`config.mk`:
```
export PLATFORM = sky130hd
export DESIGN_NAME = mem_channel_arbiter
export DESIGN_NICKNAME = d
export VERILOG_FILES = /design/src/rtl/mem_channel_arbiter_pkg.sv /design/src/rtl/mem_channel_arbiter_rr.sv /design/src/rtl/mem_channel_arbiter.sv
export SDC_FILE = /design/constraint.sdc
export NUM_CORES = 1
export LEC_CHECK = 0
export BUFFER_PORTS_ARGS = -buffer_cell sky130_fd_sc_hd__buf_2
export CAP_MARGIN = 20
export CORE_MARGIN = 1.5
export CORE_UTILIZATION = 47
export CTS_CLUSTER_SIZE = 14
export DETAILED_ROUTE_END_ITERATION = 7
export GPL_ROUTABILITY_DRIVEN = 0
export PLACE_DENSITY = 0.85
export SLEW_MARGIN = 20
export SYNTH_ARGS = -nofsm -noshare
export SYNTH_HDL_FRONTEND = slang
export SYNTH_SLANG_ARGS = --single-unit
```
`constraint.sdc`:
```
create_clock -name clock -period 2.6 [get_ports clock]
set_clock_uncertainty 0.1 [all_clocks]
set_input_delay 0.13 -clock clock [delete_from_list [all_inputs] [get_ports clock]]
set_output_delay 0.13 -clock clock [all_outputs]
set_load 0.02 [all_outputs]
```
`src/rtl/mem_channel_arbiter_pkg.sv`:
```
// Shared types and helpers for the two-channel memory arbiter.
package mem_channel_arbiter_pkg;

    typedef enum logic {
        IDLE = 1'b0,
        BUSY = 1'b1
    } state_t;

    localparam int NCH = 2;

    // Size is in bits; anything at or beyond the data width writes the whole word.
    function automatic logic [63:0] size_to_mask(input logic [3:0] size, input int data_w);
        if (int'(size) >= data_w) return '1;
        return (64'd1 << size) - 64'd1;
    endfunction

    function automatic logic in_range(input logic [63:0] addr, input logic [63:0] base,
                                      input logic [63:0] depth);
        return (addr >= base) && (addr < base + depth);
    endfunction

endpackage

```
`src/rtl/mem_channel_arbiter_rr.sv`:
```
// Two-requester round-robin arbiter: combinational grant while unlocked,
// remembers the owner of the access in flight and steers the pointer.
module rr_arbiter2
    import mem_channel_arbiter_pkg::*;
(
    input  logic           i_clock,
    input  logic           i_rst_n,
    input  logic [NCH-1:0] i_req,
    input  logic           i_lock,
    input  logic           i_done,
    input  logic           i_done_idx,
    output logic           o_gnt_vld,
    output logic           o_gnt_idx,
    output logic           o_owner
);

    logic r_rr;
    logic r_owner;

    always_comb begin
        o_gnt_vld = 1'b0;
        o_gnt_idx = 1'b0;
        if (!i_lock) begin
            if (i_req == 2'b11) begin
                o_gnt_vld = 1'b1;
                o_gnt_idx = r_rr;
            end else if (i_req[0]) begin
                o_gnt_vld = 1'b1;
                o_gnt_idx = 1'b0;
            end else if (i_req[1]) begin
                o_gnt_vld = 1'b1;
                o_gnt_idx = 1'b1;
            end
        end
    end

    // Completion always points the pointer away from the channel just served.
    always_ff @(posedge i_clock or negedge i_rst_n) begin
        if (!i_rst_n) begin
            r_rr    <= 1'b0;
            r_owner <= 1'b0;
        end else begin
            if (o_gnt_vld) r_owner <= o_gnt_idx;
            if (i_done) r_rr <= ~i_done_idx;
            else if (o_gnt_vld && (&i_req)) r_rr <= ~o_gnt_idx;
        end
    end

    assign o_owner = r_owner;

endmodule

```
`src/rtl/mem_channel_arbiter.sv`:
```
// Arbitrates the accelerator's two master channels onto one synchronous-read
// byte RAM with configurable read/write completion latency.
module mem_channel_arbiter
    import mem_channel_arbiter_pkg::*;
#(
    parameter int ADDR_W      = 7,
    parameter int DATA_W      = 8,
    parameter int BASE_ADDR   = 0,
    parameter int DEPTH       = 128,
    parameter int READ_DELAY  = 2,
    parameter int WRITE_DELAY = 1
) (
    input  logic                     clock,
    input  logic                     reset,
    input  logic [NCH-1:0]           m_oe_ram,
    input  logic [NCH-1:0]           m_we_ram,
    input  logic [NCH*ADDR_W-1:0]    m_addr_ram,
    input  logic [NCH*DATA_W-1:0]    m_wdata_ram,
    input  logic [7:0]               m_data_ram_size,
    output logic [NCH*DATA_W-1:0]    m_rdata_ram,
    output logic [NCH-1:0]           m_data_rdy,
    output logic                     mem_en,
    output logic                     mem_we,
    output logic [$clog2(DEPTH)-1:0] mem_addr,
    output logic [DATA_W-1:0]        mem_wdata,
    output logic [DATA_W-1:0]        mem_wmask,
    input  logic [DATA_W-1:0]        mem_rdata,
    output logic                     proto_err
);

    localparam int MAW = $clog2(DEPTH);
    localparam logic [7:0] RD_L = 8'(READ_DELAY);
    localparam logic [7:0] WR_L = 8'(WRITE_DELAY);

    state_t              r_state;
    state_t              w_next;
    logic [7:0]          r_k;
    logic                r_is_rd;
    logic                r_proto;
    logic [DATA_W-1:0]   r_rdata [NCH];

    logic [ADDR_W-1:0]   w_addr [NCH];
    logic [NCH-1:0]      w_req;
    logic                w_gnt_vld;
    logic                w_gnt_idx;
    logic                w_owner;
    logic [ADDR_W-1:0]   w_g_addr;
    logic                w_g_rd;
    logic [DATA_W-1:0]   w_g_wdata;
    logic [3:0]          w_g_size;
    logic [7:0]          w_g_lat;
    logic [7:0]          w_lat;
    logic                w_start;
    logic                w_done;
    logic                w_done_idx;
    logic                w_rd_cap;

    // Requests are masked during reset so no strobe can leak combinationally.
    always_comb begin
        for (int c = 0; c < NCH; c++) begin
            w_addr[c] = m_addr_ram[c*ADDR_W +: ADDR_W];
            w_req[c]  = reset && (m_oe_ram[c] || m_we_ram[c]) &&
                        in_range(64'(w_addr[c]), 64'(BASE_ADDR), 64'(DEPTH));
        end
    end

    rr_arbiter2 u_arb (
        .i_clock    (clock),
        .i_rst_n    (reset),
        .i_req      (w_req),
        .i_lock     (r_state == BUSY),
        .i_done     (w_done),
        .i_done_idx (w_done_idx),
        .o_gnt_vld  (w_gnt_vld),
        .o_gnt_idx  (w_gnt_idx),
        .o_owner    (w_owner)
    );

    // oe wins when both are raised, so a protocol violation degrades to a read.
    assign w_g_addr  = w_addr[w_gnt_idx];
    assign w_g_rd    = m_oe_ram[w_gnt_idx];
    assign w_g_wdata = w_gnt_idx ? m_wdata_ram[2*DATA_W-1:DATA_W] : m_wdata_ram[DATA_W-1:0];
    assign w_g_size  = w_gnt_idx ? m_data_ram_size[7:4] : m_data_ram_size[3:0];
    assign w_g_lat   = w_g_rd ? RD_L : WR_L;
    assign w_lat     = r_is_rd ? RD_L : WR_L;

    assign w_start    = (r_state == IDLE) && w_gnt_vld;
    assign w_done     = (w_start && (w_g_lat == 8'd1)) || ((r_state == BUSY) && (r_k == w_lat));
    assign w_done_idx = (r_state == IDLE) ? w_gnt_idx : w_owner;
    assign w_rd_cap   = (r_state == BUSY) && r_is_rd && (r_k == 8'd2);

    always_ff @(posedge clock or negedge reset) begin
        if (!reset) r_state <= IDLE;
        else        r_state <= w_next;
    end

    always_comb begin
        w_next = r_state;
        case (r_state)
            IDLE:    if (w_start && (w_g_lat != 8'd1)) w_next = BUSY;
            BUSY:    if (r_k == w_lat) w_next = IDLE;
            default: w_next = IDLE;
        endcase
    end

    always_comb begin
        mem_en     = 1'b0;
        mem_we     = 1'b0;
        mem_addr   = '0;
        mem_wdata  = '0;
        mem_wmask  = '0;
        m_data_rdy = '0;
        if (w_start) begin
            mem_en   = 1'b1;
            mem_we   = !w_g_rd;
            mem_addr = MAW'({1'b0, w_g_addr} - (ADDR_W+1)'(BASE_ADDR));
            if (!w_g_rd) begin
                mem_wdata = w_g_wdata;
                mem_wmask = DATA_W'(size_to_mask(w_g_size, DATA_W));
            end
        end
        if (w_done) m_data_rdy[w_done_idx] = 1'b1;
    end

    // k counts the access cycle; the grant cycle is cycle 1.
    always_ff @(posedge clock or negedge reset) begin
        if (!reset) begin
            r_k     <= 8'd0;
            r_is_rd <= 1'b0;
        end else if (w_start) begin
            r_k     <= 8'd2;
            r_is_rd <= w_g_rd;
        end else if (r_state == BUSY) begin
            r_k     <= r_k + 8'd1;
        end
    end

    always_ff @(posedge clock or negedge reset) begin
        if (!reset)                     r_proto <= 1'b0;
        else if (|(m_oe_ram & m_we_ram)) r_proto <= 1'b1;
    end

    assign proto_err = r_proto;

    // RAM data arrives in cycle 2: forward it then, and keep it afterwards.
    always_ff @(posedge clock or negedge reset) begin
        if (!reset) begin
            for (int c = 0; c < NCH; c++) r_rdata[c] <= '0;
        end else if (w_rd_cap) begin
            r_rdata[w_owner] <= mem_rdata;
        end
    end

    always_comb begin
        for (int c = 0; c < NCH; c++) begin
            m_rdata_ram[c*DATA_W +: DATA_W] = (w_rd_cap && (w_owner == 1'(c))) ? mem_rdata : r_rdata[c];
        end
    end

endmodule

```
==> results.env, run 1 <==
RUN_STATUS='finished, final reports clean'
SYNTH_TOP_CELLS_BY_AREA='sky130_fd_sc_hd__dfrtp_1 (36%), sky130_fd_sc_hd__nand2_1 (6.7%), sky130_fd_sc_hd__mux2_4 (6.0%)'
CTS_INSERTED_BUFFERS=5
WORST-SETUP-PATH-TYPE='reg2out'
FINAL_ANTENNA_NET_COUNT=0
SETUP_VIOL=0
CORE-AREA_UM2=4060
SWITCHING_SHARE_OF_POWER_PCT=42.2
CTSHTREEMAXLEVEL=2
DIEWIDTH_UM=68.3
CTS.SINK_COUNT=29
PORT_BUFFER_COUNT=95
SYNTHMOSTINSTANTIATEDCELL='sky130_fd_sc_hd__nand2_1'
SYNTH_COMMONEST_CELLS='sky130_fd_sc_hd__nand2_1 (36), sky130_fd_sc_hd__dfrtp_1 (29), sky130_fd_sc_hd__a21oi_1 (20), sky130_fd_sc_hd__clkbuf_1 (10), sky130_fd_sc_hd__nand3_1 (9)'
DIE-HEIGHT_UM=68.3
SHARE_CLK_OF_TOTAL_POWER_PCT=13.1
CTSLONGESTPATHBUFFERS=2
WORSTPATHREQUIRED_NS=2.37
DRC=0
GRT_SETUP_UNREPAIRED='yes'
LAYOUT.CELLS.NON_FILLER=386
DETAILEDROUTE.FIRSTPASSITERATIONCOUNT=4
CELLLEAKAGEPOWER_uW=0.00143
SEQ_AREA_FRAC_SYNTH_PCT=36.2
SYN_INST=216
SYNTH_CELL_TYPE_COUNT=54
CAP_VIOL_MAX_COUNT=0
FINAL.MIN_CLOCK_PERIOD_NS=2.57
PLACED_CELLS=360
POST_SYN_AREA_UM2=2010
POWER-PER-CELL-AREA_nW_PER_UM2=960
COMB_POWER_SHARE_PCT=59.2
SYN-NUM-NETS=271
STDCELL_AREA_UM2=2900
DRTITER0DRC=90
SYNTH-ASYNC-RESET-RATIO_PCT=100
AREA_GROWTH_PCT=44.5
HOLDCRITPATHCLASS='in2reg'
SYNTH-WARNING-COUNT=0
SYNTHFLOPTYPE='sky130_fd_sc_hd__dfrtp_1'
FINAL_HOLD_VIOL_COUNT=0
DRIVE_GT1_SHARE_PCT=44.9
DPL.HPWL_UM=4030
DRT-TOTAL-WL_UM=5620
WORST-SLEW-PIN-TRANSITION_NS=0.509
ROOT_BUFFER='sky130_fd_sc_hd__clkbuf_8'
REPORT.FINAL.SLEW_VIOL_COUNT=0
GLOBALROUTEOVERFLOWTOTAL=0
INITIAL_ANTENNA_VIOLATION_COUNT=0
POWER.IR.VDD_WORST_uV=392
CRITICAL_PATH.MAX_FANOUT=8
INITIAL_CORE_UTIL_PCT=49.5
FIN_UTIL_PCT=71.5
CRITPATHCAPTURETYPE='output port'
PLACEMENTROWS=23
GRT_MAX_DEGREE=22
TIMING.FMAX_MHz=389
CTS.REPORTEDPATHS.CLKPINSLEW_NS=0.07
SYNTH_TOP_CELL_AREA_SHARE_PCT=36.2
TOTAL_OF_FILL_CELLS_IN_THE_FINISHED_DESIGN=288
ROUTED_VIA_DENSITY=5.48
SYN_AVG_CELL_AREA_UM2=9.29
NUMBER_OF_PLACED_I_O_PINS=96
FLOORPLAN.DIE_AREA_UM2=4670
GLOBALROUTETOTALUTIL_PCT=23.7
DETAILROUTE.VIA_COUNT=2117
SEQPWRFRAC_PCT=27.7
SLEW-LIMIT-HEADROOM_PCT=66.0
SYNTH-EDFF-COUNT=0
P_INT_uW=1610
GRT_PASS1_WL_UM=8250
POWER.NET_SWITCHING_uW=1180
SYNTH_LARGEST_AREA_CELL='sky130_fd_sc_hd__dfrtp_1'
CLK_LATENCY_NS=0.28
START_KIND='flop'
POST_DP_CELL_AREA_UM2=2580
CTS_TREE='built'
VIAS_IN_THE_FIRST_GLOBAL_ROUTE=1881
POST_DRT_WL_PER_CELL_UM=14.5
WORST_EP_ARRIVAL_TIME_NS=2.34
PERIOD_SHARE_PCT=99.0
ANTENNA_CELLS=0
SYNTH-SEQ-CELLS=29
LAYOUT.NETS=390
FIN_TNS_SETUP_NS=0
-- cell type report --
cell class                      count  area (um^2)  share of cell area, %
Multi-Input combinational cell    167         1220                   42.1
Timing Repair Buffer              124          776                   26.7
Sequential cell                    29          726                   25.0
Clock buffer                        5         68.8                   2.37
Tap cell                           50         62.6                   2.16
Inverter                            8         30.0                   1.04
Clock inverter                      3         17.5                  0.604
-- registers in the layout, summed over array words and instances (netlist names) --
signal and flops:
u_arb.r_rr 1, r_k 8, proto_err 1, r_state 1, r_rdata 16, r_is_rd 1, u_arb.o_owner 1
-- final timing paths --
check                              from              to  slack, ns  depth (start not counted)
setup / recovery                 r_k[6]  m_rdata_ram[5]       0.03                          6
hold reg to reg               proto_err       proto_err       0.39                          1
max in group asynchronous         reset          r_k[0]       1.75                          3
min in group asynchronous         reset      r_rdata[6]       0.28                          3
hold / removal             mem_rdata[1]      r_rdata[1]       0.04                          2
setup reg to reg                 r_k[6]      r_rdata[9]       0.33                          6
-- stage by stage --
stage / hold slack [ns] / total power, uW / worst slack (ns)
CTS: 0.00940 / 2590 / 0.0241
finish: 0.0352 / 2780 / 0.0268
global route: 0.0369 / 2980 / -0.0569
floorplan: -0.266 / 1760 / 0.0353
global placement: -0.00321 / 2150 / 0.278
detailed placement: -0.0000355 / 2200 / 0.250
-- logic make-up (layout without fill, tap and decap cells) --
logic type                 Yosys count  count (layout)  synth area share [%]
DFF                                 29              29                  36.2
AOI/OAI and AO/OA                   49              49                  16.6
adders and majority gates            3               3                  1.87
xor gates and xnor gates             8               8                  3.49
and+or+nand+nor                     86              86                  24.5
muxes                               21              21                  13.2
buffers and inverters               20             140                  4.18
-- cell usage in the layout, fill, tap and decap left out, types with 2 or more instances in the layout --
cell / n
sky130_fd_sc_hd__xnor2_1: 6
sky130_fd_sc_hd__nand4bb_1: 2
sky130_fd_sc_hd__mux2i_1: 2
sky130_fd_sc_hd__buf_6: 10
sky130_fd_sc_hd__o31ai_1: 3
sky130_fd_sc_hd__o311a_1: 3
sky130_fd_sc_hd__clkbuf_8: 5
sky130_fd_sc_hd__dlygate4sd3_1: 9
sky130_fd_sc_hd__buf_2: 86
sky130_fd_sc_hd__and4_1: 2
sky130_fd_sc_hd__mux2_2: 4
sky130_fd_sc_hd__buf_4: 19
sky130_fd_sc_hd__inv_1: 6
sky130_fd_sc_hd__nor3_4: 2
sky130_fd_sc_hd__xor2_1: 2
sky130_fd_sc_hd__o21ai_0: 2
sky130_fd_sc_hd__nor3_1: 5
sky130_fd_sc_hd__a211oi_1: 4
sky130_fd_sc_hd__a31oi_1: 3
sky130_fd_sc_hd__a22o_1: 3
sky130_fd_sc_hd__nor4b_1: 2
sky130_fd_sc_hd__a21oi_1: 20
sky130_fd_sc_hd__nand2_1: 36
sky130_fd_sc_hd__clkinv_2: 2
sky130_fd_sc_hd__nand3_1: 9
sky130_fd_sc_hd__nor4_1: 4
sky130_fd_sc_hd__mux2_4: 8
sky130_fd_sc_hd__mux2_1: 7
sky130_fd_sc_hd__dfrtp_1: 29
sky130_fd_sc_hd__nor2_1: 7
sky130_fd_sc_hd__inv_2: 2
sky130_fd_sc_hd__ha_1: 2
sky130_fd_sc_hd__or2_1: 2
-- worst max-delay path, cell delays in order, from the launching register on --
cell and delay, ns:
sky130_fd_sc_hd__dfrtp_1 0.39, sky130_fd_sc_hd__or4_4 0.57, sky130_fd_sc_hd__nor3_4 0.23, sky130_fd_sc_hd__and4b_1 0.23, sky130_fd_sc_hd__buf_6 0.17, sky130_fd_sc_hd__mux2_4 0.33, sky130_fd_sc_hd__buf_6 0.13
-- routing by layer --
metal  wire (um)  vias to the layer above  global-route usage, %  share of wire [%]
met5           0                        -                      0                  0
met2        2890                      107                   43.6                 51
met1        2230                      973                   27.5                 40
li1            -                     1029                      -                  -
met4          76                        0                   7.50                1.4
met3         416                        8                   4.61                7.4
-- repair_timing --
action / 4_1_cts / 5_1_grt
hold endpoints to repair: 39 / 0
setup buffers: 0 / 9
endpoints found under the setup margin: 9 / 10
pin swaps: 3 / 4
gates cloned: 0 / 0
hold buffers: 9 / 0
resized for setup: 3 / 22
-- power groups by stage --
stage / clock, uW / sequential, uW / combinational (uW)
after CTS: 378 / 767 / 1450
final: 364 / 771 / 1650
after global routing: 392 / 793 / 1790
after floorplan: 0 / 736 / 1020
after global placement: 0 / 757 / 1400
after detailed placement: 0 / 775 / 1420
Power figures use the tool's default switching activity.
==> inputs of run 2 (changes only) <==
--- a/config.mk
+++ b/config.mk
@@ -5,13 +5,13 @@
 export SDC_FILE = /design/constraint.sdc
 export NUM_CORES = 1
 export LEC_CHECK = 0
+export ABC_AREA = 1
 export BUFFER_PORTS_ARGS = -buffer_cell sky130_fd_sc_hd__buf_2
 export CAP_MARGIN = 20
 export CORE_MARGIN = 1.5
-export CORE_UTILIZATION = 47
+export CORE_UTILIZATION = 46
 export CTS_CLUSTER_SIZE = 14
 export DETAILED_ROUTE_END_ITERATION = 7
-export GPL_ROUTABILITY_DRIVEN = 0
 export PLACE_DENSITY = 0.85
 export SLEW_MARGIN = 20
 export SYNTH_ARGS = -nofsm -noshare
==> results.env, run 2 <==
SYNTH-WARNING-COUNT=0  # unchanged
LAYOUT.NETS=429  # +10%
CRITICAL_PATH.MAX_FANOUT=8  # unchanged
CLK_LATENCY_NS=0.29  # about the same
GLOBALROUTETOTALUTIL_PCT=21.5  # -2.2 points
CTS.SINK_COUNT=29  # unchanged
FINAL_ANTENNA_NET_COUNT=0  # unchanged
DIEWIDTH_UM=67.3  # -1.5%
DRIVE_GT1_SHARE_PCT=37.6  # -7.3 points
BUSIEST_LAYER='met2'
WORST_EP_ARRIVAL_TIME_NS=2.19  # -0.15 ns
WORST_HOLD_PATH_ENDPOINT='proto_err'
FINALWEIGHTEDCONGESTION=0.853
SYNTH_TOP_CELL_AREA_SHARE_PCT=38.1  # +1.9 points
HOLDWS_NS=0.0266  # -0.00859 ns
CTS_INSERTED_BUFFERS=5  # unchanged
ANTENNA_CELLS=0  # unchanged
ROOT_BUFFER='sky130_fd_sc_hd__clkbuf_8'
SEQ_AREA_FRAC_SYNTH_PCT=38.1  # +1.9 points
HOLD_PATH_DEPTH=3  # +1
SYNTH_CELL_TYPE_COUNT=29  # -46%
SYN_AVG_CELL_AREA_UM2=7.00  # -25%
SYNTHFLOPTYPE='sky130_fd_sc_hd__dfrtp_1'
FIN_UTIL_PCT=65.3  # -6.1 points
CELLLEAKAGEPOWER_uW=0.00150  # +4.8%
POST_SYN_AREA_UM2=1900  # -5.1%
REG2REG_FROM='r_k[0]'
SYN_INST=272  # +26%
AREA_GROWTH_PCT=37.3
DRTITER0DRC=78  # -13%
DRC=0  # unchanged
CTS_TREE='built'
SYNTH-EDFF-COUNT=0  # unchanged
POWER-PER-CELL-AREA_nW_PER_UM2=1020  # +6.7%
CAP_VIOL_MAX_COUNT=0  # unchanged
TOTAL_OF_FILL_CELLS_IN_THE_FINISHED_DESIGN=332  # +15%
SYNTH_COMMONEST_CELLS='sky130_fd_sc_hd__nand2_1 (82), sky130_fd_sc_hd__inv_1 (31), sky130_fd_sc_hd__dfrtp_1 (29), sky130_fd_sc_hd__o21ai_0 (26), sky130_fd_sc_hd__a21oi_1 (22)'
LAYOUT.CELLS.MOST_COMMON='sky130_fd_sc_hd__buf_2'
FLOORPLAN.DIE_AREA_UM2=4530  # -2.9%
DPL.HPWL_UM=3590  # -11%
COMMONEST_NON_FILL_NON_TAP_CELLS_IN_THE_LAYOUT='sky130_fd_sc_hd__buf_2 (95), sky130_fd_sc_hd__nand2_1 (80), sky130_fd_sc_hd__inv_1 (31)'
INITIAL_ANTENNA_VIOLATION_COUNT=0  # unchanged
POWER.IR.VDD_WORST_uV=816  # +110%
NUMBER_OF_PLACED_I_O_PINS=96  # unchanged
HOLDCRITPATHCLASS='in2reg'
STDCELL_AREA_UM2=2610  # -9.9%
REG2REG_TO='r_rdata[6]'
CTSHTREEMAXLEVEL=2  # unchanged
DIE-HEIGHT_UM=67.3  # -1.5%
RUN_STATUS='finished, final reports clean'
VIAS_IN_THE_FIRST_GLOBAL_ROUTE=1793  # -4.7%
REPORT.FINAL.SLEW_VIOL_COUNT=0  # unchanged
GRT_SETUP_UNREPAIRED='yes'
CORE-AREA_UM2=4000  # -1.4%
FIN_TOTAL_PWR_uW=2680  # -3.8%
POST_DRT_WL_PER_CELL_UM=11.5  # -21%
SYNTH_TOP_CELLS_BY_AREA='sky130_fd_sc_hd__dfrtp_1 (38%), sky130_fd_sc_hd__nand2_1 (16%), sky130_fd_sc_hd__o21ai_0 (6.8%)'
MET3_USAGE_PCT=6.83  # +2.2 points
CTSLONGESTPATHBUFFERS=2  # unchanged
WORST-SETUP-PATH-TYPE='reg2out'
LARGEST_REGISTER_FF_COUNT=16  # unchanged
SYNTH_LARGEST_AREA_CELL='sky130_fd_sc_hd__dfrtp_1'
WORSTHOLDSTART='m_we_ram[1]'
FINAL_HOLD_VIOL_COUNT=0  # unchanged
GRT.MET2_USAGE_PCT=34.8  # -8.8 points
SYNTH-ASYNC-RESET-RATIO_PCT=100  # unchanged
SYN-NUM-NETS=327  # +21%
USE_MET1_PCT=27.4  # -0.098 points
PLACEMENTROWS=23  # unchanged
TIMING.FMAX_MHz=414  # +6.5%
BIGGESTREGSBYFLOPS='r_rdata x16, r_k x8'
PERIOD_SHARE_PCT=93.0  # -6.0 points
CRITPATHCAPTURETYPE='output port'
LARGEST_REGISTER='r_rdata'
SLEW-LIMIT-HEADROOM_PCT=64.1  # -1.8 points
WORSTPATHREQUIRED_NS=2.37  # about the same
FINAL.MIN_CLOCK_PERIOD_NS=2.42  # -0.156 ns
PORT_BUFFER_COUNT=95  # unchanged
WORST-SLEW-PIN-TRANSITION_NS=0.537  # +0.0280 ns
SETUP_VIOL=0  # unchanged
RRSETUPSLACK_NS=0.72  # +0.39 ns
POST_DP_CELL_AREA_UM2=2420  # -6.0%
START_KIND='flop'
GLOBALROUTEOVERFLOWTOTAL=0  # unchanged
DETAILROUTE.VIA_COUNT=2084  # -1.6%
GRT_MAX_DEGREE=31  # +41%
WORST-R2R-CELL-COUNT=6  # unchanged
SYNTHMOSTINSTANTIATEDCELL='sky130_fd_sc_hd__nand2_1'
CTS.REPORTEDPATHS.CLKPINSLEW_NS=0.07  # about the same
SYNTH-SEQ-CELLS=29  # unchanged
DRT-TOTAL-WL_UM=4880  # -13%
DETAILEDROUTE.FIRSTPASSITERATIONCOUNT=4  # unchanged
INITIAL_CORE_UTIL_PCT=47.6  # -1.9 points
FIN_TNS_SETUP_NS=0  # unchanged
GRT_PASS1_WL_UM=7490  # -9.2%
ROUTED_VIA_DENSITY=4.90  # -11%
## run 2: layout make-up
class,count,area [um^2],area share [%]
inverters,39,159,6.08
multi-input cells,197,1010,38.5
clock inverters,2,37.5,1.44
flip-flops and latches,29,727,27.8
clock buffers,6,82.6,3.16
well taps,50,62.6,2.39
repair buffers,102,538,20.6
## run 2: where the power goes
| group | internal (uW) | switching, uW | leakage (uW) |
|---|---|---|---|
| sequential | 642 | 103 | 0.000352 |
| clock | 311 | 179 | 0.0000574 |
| combinational | 476 | 966 | 0.00109 |
| total | 1430 | 1250 | 0.00150 |
## run 2: how the worst max path moves through the flow
stage / startpoint / endpoint / slack, ns
after detailed placement: r_state / mem_wmask[6] / 0.24
after CTS: u_arb.r_rr / mem_wmask[6] / 0.01
after floorplan: r_state / mem_wmask[2] / 0.39
final: r_state / mem_wmask[6] / 0.18
after global routing: r_k[0] / m_rdata_ram[8] / -0.03
after global placement: u_arb.r_rr / mem_wmask[2] / 0.35
## run 2: cells by family after synthesis
kind of cell    after synthesis  synth area share, %
fa+ha+maj                     3                 1.97
flops                        29                 38.1
xor+xnor                      1                0.460
simple gates                142                 34.8
buf+inv                      46                 10.8
compound gates               51                 13.8
## run 2: repair_timing
action,4_1_cts,5_1_grt
pin swaps,2,1
hold endpoints to repair,29,0
setup buffers,2,0
hold buffers,1,0
gates resized for setup,3,9
endpoints found under the setup margin,3,8
## run 2: critical path, cell delays in order (launching register included)
cell and delay (ns):
sky130_fd_sc_hd__dfrtp_2 0.44, sky130_fd_sc_hd__inv_8 0.08, sky130_fd_sc_hd__nand2_4 0.06, sky130_fd_sc_hd__nor2_8 0.14, sky130_fd_sc_hd__nand2_4 0.10, sky130_fd_sc_hd__nand2_1 0.08, sky130_fd_sc_hd__nand2_2 0.10, sky130_fd_sc_hd__nor2_4 0.12
sky130_fd_sc_hd__inv_2 0.05, sky130_fd_sc_hd__nor2_4 0.09, sky130_fd_sc_hd__inv_2 0.05, sky130_fd_sc_hd__ha_4 0.17, sky130_fd_sc_hd__nand3_1 0.09, sky130_fd_sc_hd__nand2_1 0.06, sky130_fd_sc_hd__nor2_2 0.09, sky130_fd_sc_hd__buf_2 0.16
## run 2: metal layers
layer / wire, um / vias to the layer above
met5: 0 / -
met2: 2420 / 70
met4: 39 / 0
met3: 338 / 6
met1: 2080 / 947
li1: - / 1061
## run 2: through the flow
| step | instances | setup WS (ns) |
|---|---|---|
| 2_1_floorplan | 272 | 0.392 |
| 3_3_place_gp | 414 | 0.346 |
| 3_5_place_dp | 414 | 0.240 |
| 4_1_cts | 425 | 0.0109 |
| 5_1_grt | 425 | -0.0294 |
| 6_report | 425 | 0.183 |
==> inputs of run 3 (changes only) <==
--- a/config.mk
+++ b/config.mk
@@ -5,11 +5,10 @@
 export SDC_FILE = /design/constraint.sdc
 export NUM_CORES = 1
 export LEC_CHECK = 0
-export ABC_AREA = 1
 export BUFFER_PORTS_ARGS = -buffer_cell sky130_fd_sc_hd__buf_2
 export CAP_MARGIN = 20
 export CORE_MARGIN = 1.5
-export CORE_UTILIZATION = 46
+export CORE_UTILIZATION = 47
 export CTS_CLUSTER_SIZE = 14
 export DETAILED_ROUTE_END_ITERATION = 7
 export PLACE_DENSITY = 0.85
==> results.env, run 3 (same netlist as run 1, synthesis figures left out) <==
LAYOUT.CELLS.MOST_COMMON='sky130_fd_sc_hd__buf_2'
POST_DP_CELL_AREA_UM2=2580  # +6.4%
FIN_UTIL_PCT=69.6  # +4.3 points
POWER-PER-CELL-AREA_nW_PER_UM2=981  # -4.3%
AREA_GROWTH_PCT=40.7
SEQUENTIAL_CELL_AREA_UM2=726  # -0.17%
GRT_PASS1_WL_UM=8250  # +10%
REPORT.FINAL.SLEW_VIOL_COUNT=0  # unchanged
CRITICAL_PATH.MAX_FANOUT=4  # -4
WORSTSETUPSTARTPOINT='r_state'
CTS_INSERTED_BUFFERS=5  # unchanged
LAYOUT.CELLS.NON_FILLER=376  # -12%
PORT_BUFFER_COUNT=95  # unchanged
CTS.REPORTEDPATHS.CLKPINSLEW_NS=0.06  # about the same
CELLLEAKAGEPOWER_uW=0.00141  # -6.4%
FINAL_HOLD_VIOL_COUNT=0  # unchanged
LARGEST_REGISTER='r_rdata'
PERIOD_SHARE_PCT=96.9  # +3.9 points
DPL.HPWL_UM=3990  # +11%
CLK_LATENCY_NS=0.28  # about the same
CTS.SINK_COUNT=29  # unchanged
COMMONEST_NON_FILL_NON_TAP_CELLS_IN_THE_LAYOUT='sky130_fd_sc_hd__buf_2 (85), sky130_fd_sc_hd__nand2_1 (36), sky130_fd_sc_hd__dfrtp_1 (29)'
DIE-HEIGHT_UM=68.3  # +1.5%
INITIAL_ANTENNA_VIOLATION_COUNT=0  # unchanged
STDCELL_AREA_UM2=2820  # +8.0%
POWER.IR.VDD_WORST_uV=311  # -62%
DETAILROUTE.VIA_COUNT=2124  # +1.9%
FINAL.MIN_CLOCK_PERIOD_NS=2.52  # +0.101 ns
BIGGESTREGSBYFLOPS='r_rdata x16, r_k x8'
GRT_SETUP_UNREPAIRED='yes'
PLACEMENTROWS=23  # unchanged
HOLDCRITPATHCLASS='in2reg'
FLOORPLAN.DIE_AREA_UM2=4670  # +3.0%
CTS_TREE='built'
GLOBALROUTEOVERFLOWTOTAL=0  # unchanged
ROUTED_VIA_DENSITY=5.65  # +15%
GLOBALROUTETOTALUTIL_PCT=23.1  # +1.6 points
WORST-R2R-CELL-COUNT=5  # -1
REG2REG_TO='u_arb.r_rr'
FOOTPRINT_OF_THE_MULTI_INPUT_GATES_UM2=1230  # +22%
FINAL_ANTENNA_NET_COUNT=0  # unchanged
CORE-AREA_UM2=4060  # +1.4%
DRT-TOTAL-WL_UM=5410  # +11%
PLACED_CELLS=360  # -13%
CTSHTREEMAXLEVEL=2  # unchanged
LAYOUT.NETS=380  # -11%
DRTITER0DRC=94  # +21%
REG2REG_FROM='r_k[5]'
RRSETUPSLACK_NS=0.36  # -0.36 ns
VIAS_IN_THE_FIRST_GLOBAL_ROUTE=1892  # +5.5%
WORST-SETUP-PATH-TYPE='reg2out'
START_KIND='flop'
FIN_TNS_SETUP_NS=0  # unchanged
SETUP_VIOL=0  # unchanged
CAP_VIOL_MAX_COUNT=0  # unchanged
NUMBER_OF_PLACED_I_O_PINS=96  # unchanged
GRT_MAX_DEGREE=33  # +6.5%
CTSLONGESTPATHBUFFERS=2  # unchanged
WORST_EP_ARRIVAL_TIME_NS=2.29  # +0.10 ns
WORSTPATHREQUIRED_NS=2.37  # about the same
POST_DRT_WL_PER_CELL_UM=14.4  # +26%
TOTAL_OF_FILL_CELLS_IN_THE_FINISHED_DESIGN=313  # -5.7%
DRIVE_GT1_SHARE_PCT=46.6  # +9.0 points
RUN_STATUS='finished, final reports clean'
WORST-SLEW-PIN-TRANSITION_NS=0.448  # -0.0888 ns
LARGEST_REGISTER_FF_COUNT=16  # unchanged
SLEW-LIMIT-HEADROOM_PCT=70.1  # +6.0 points
FINALWEIGHTEDCONGESTION=0.953  # +12%
DIEWIDTH_UM=68.3  # +1.5%
TIMING.FMAX_MHz=397  # -4.0%
ROOT_BUFFER='sky130_fd_sc_hd__clkbuf_8'
DETAILEDROUTE.FIRSTPASSITERATIONCOUNT=4  # unchanged
TIMING.CRITICAL_PATH.TO='mem_wmask[2]'
ANTENNA_CELLS=0  # unchanged
CRITPATHCAPTURETYPE='output port'
INITIAL_CORE_UTIL_PCT=49.5  # +1.9 points
DRC=0  # unchanged
==> run 3: cell types whose count changed in the layout (fill, tap and decap cells not counted), moves of 9 or more <==
| cell | before | now |
|---|---|---|
| sky130_fd_sc_hd__mux2_4 | 0 | 11 |
| sky130_fd_sc_hd__nor2_1 | 17 | 7 |
| sky130_fd_sc_hd__nand3_1 | 18 | 9 |
| sky130_fd_sc_hd__nand2_1 | 80 | 36 |
| sky130_fd_sc_hd__buf_2 | 95 | 85 |
| sky130_fd_sc_hd__o21ai_0 | 25 | 2 |
| sky130_fd_sc_hd__buf_4 | 4 | 16 |
| sky130_fd_sc_hd__inv_1 | 31 | 6 |
==> run 3: cell type report <==
cell class | instances | area share [%]
multi-input cells | 167 | 43.6
flip-flops and latches | 29 | 25.7
repair buffers | 114 | 24.4
clock buffers | 5 | 2.44
well taps | 50 | 2.22
inverters | 8 | 1.06
clock inverters | 3 | 0.620
==> run 3: power breakdown <==
part           leakage, uW  internal, uW  total [uW]  switching (uW)
sequential        0.000348           640         768             127
clock            0.0000439           184         358             174
combinational      0.00101           785        1640             858
total              0.00141          1610        2770            1160
==> run 3: through the flow <==
step | power, uW | hold slack, ns | setup WS [ns]
final | 2770 | 0.0138 | 0.0816
after global routing | 2970 | 0.0135 | -0.0912
after CTS | 2580 | 0.000934 | 0.00637
after detailed placement | 2200 | 0.112 | 0.217
after global placement | 2160 | 0.105 | 0.281
after floorplan | 1760 | -0.266 | 0.0353
==> run 3: timing repair <==
item,in CTS,in global routing
endpoints found under the setup margin,8,16
pin swaps,1,2
hold endpoints to repair,32,0
hold buffers,3,0
gates resized for setup,0,30
buffers inserted,1,4
==> run 3: how the worst min path moves through the flow <==
stage	depth (start not counted)	to	startpoint	slack [ns]
finish	2	r_rdata[7]	mem_rdata[7]	0.01
global route	2	r_rdata[7]	mem_rdata[7]	0.01
CTS	2	r_rdata[15]	mem_rdata[7]	0.0009
detailed placement	2	r_k[7]	reset	0.11
global placement	2	u_arb.o_owner	reset	0.10
floorplan	0	proto_err	reset	-0.27
==> run 3: worst max-delay path: stages, from the launching register on <==
cell,delay [ns]
sky130_fd_sc_hd__dfrtp_1,0.41
sky130_fd_sc_hd__nor2b_2,0.15
sky130_fd_sc_hd__nand3_2,0.12
sky130_fd_sc_hd__and4_1,0.22
sky130_fd_sc_hd__a31oi_1,0.15
sky130_fd_sc_hd__ha_2,0.24
sky130_fd_sc_hd__inv_1,0.08
sky130_fd_sc_hd__xnor2_1,0.15
sky130_fd_sc_hd__nor3_1,0.07
sky130_fd_sc_hd__a311oi_2,0.21
sky130_fd_sc_hd__buf_4,0.19
==> run 3: metal layers <==
| layer | part of all wire [%] | wire length, um | GRT usage (%) |
|---|---|---|---|
| met1 | 39 | 2090 | 27.7 |
| met3 | 8.3 | 449 | 5.10 |
| met4 | 1.6 | 87 | 6.50 |
| met2 | 52 | 2790 | 41.3 |
| met5 | 0 | 0 | 0 |
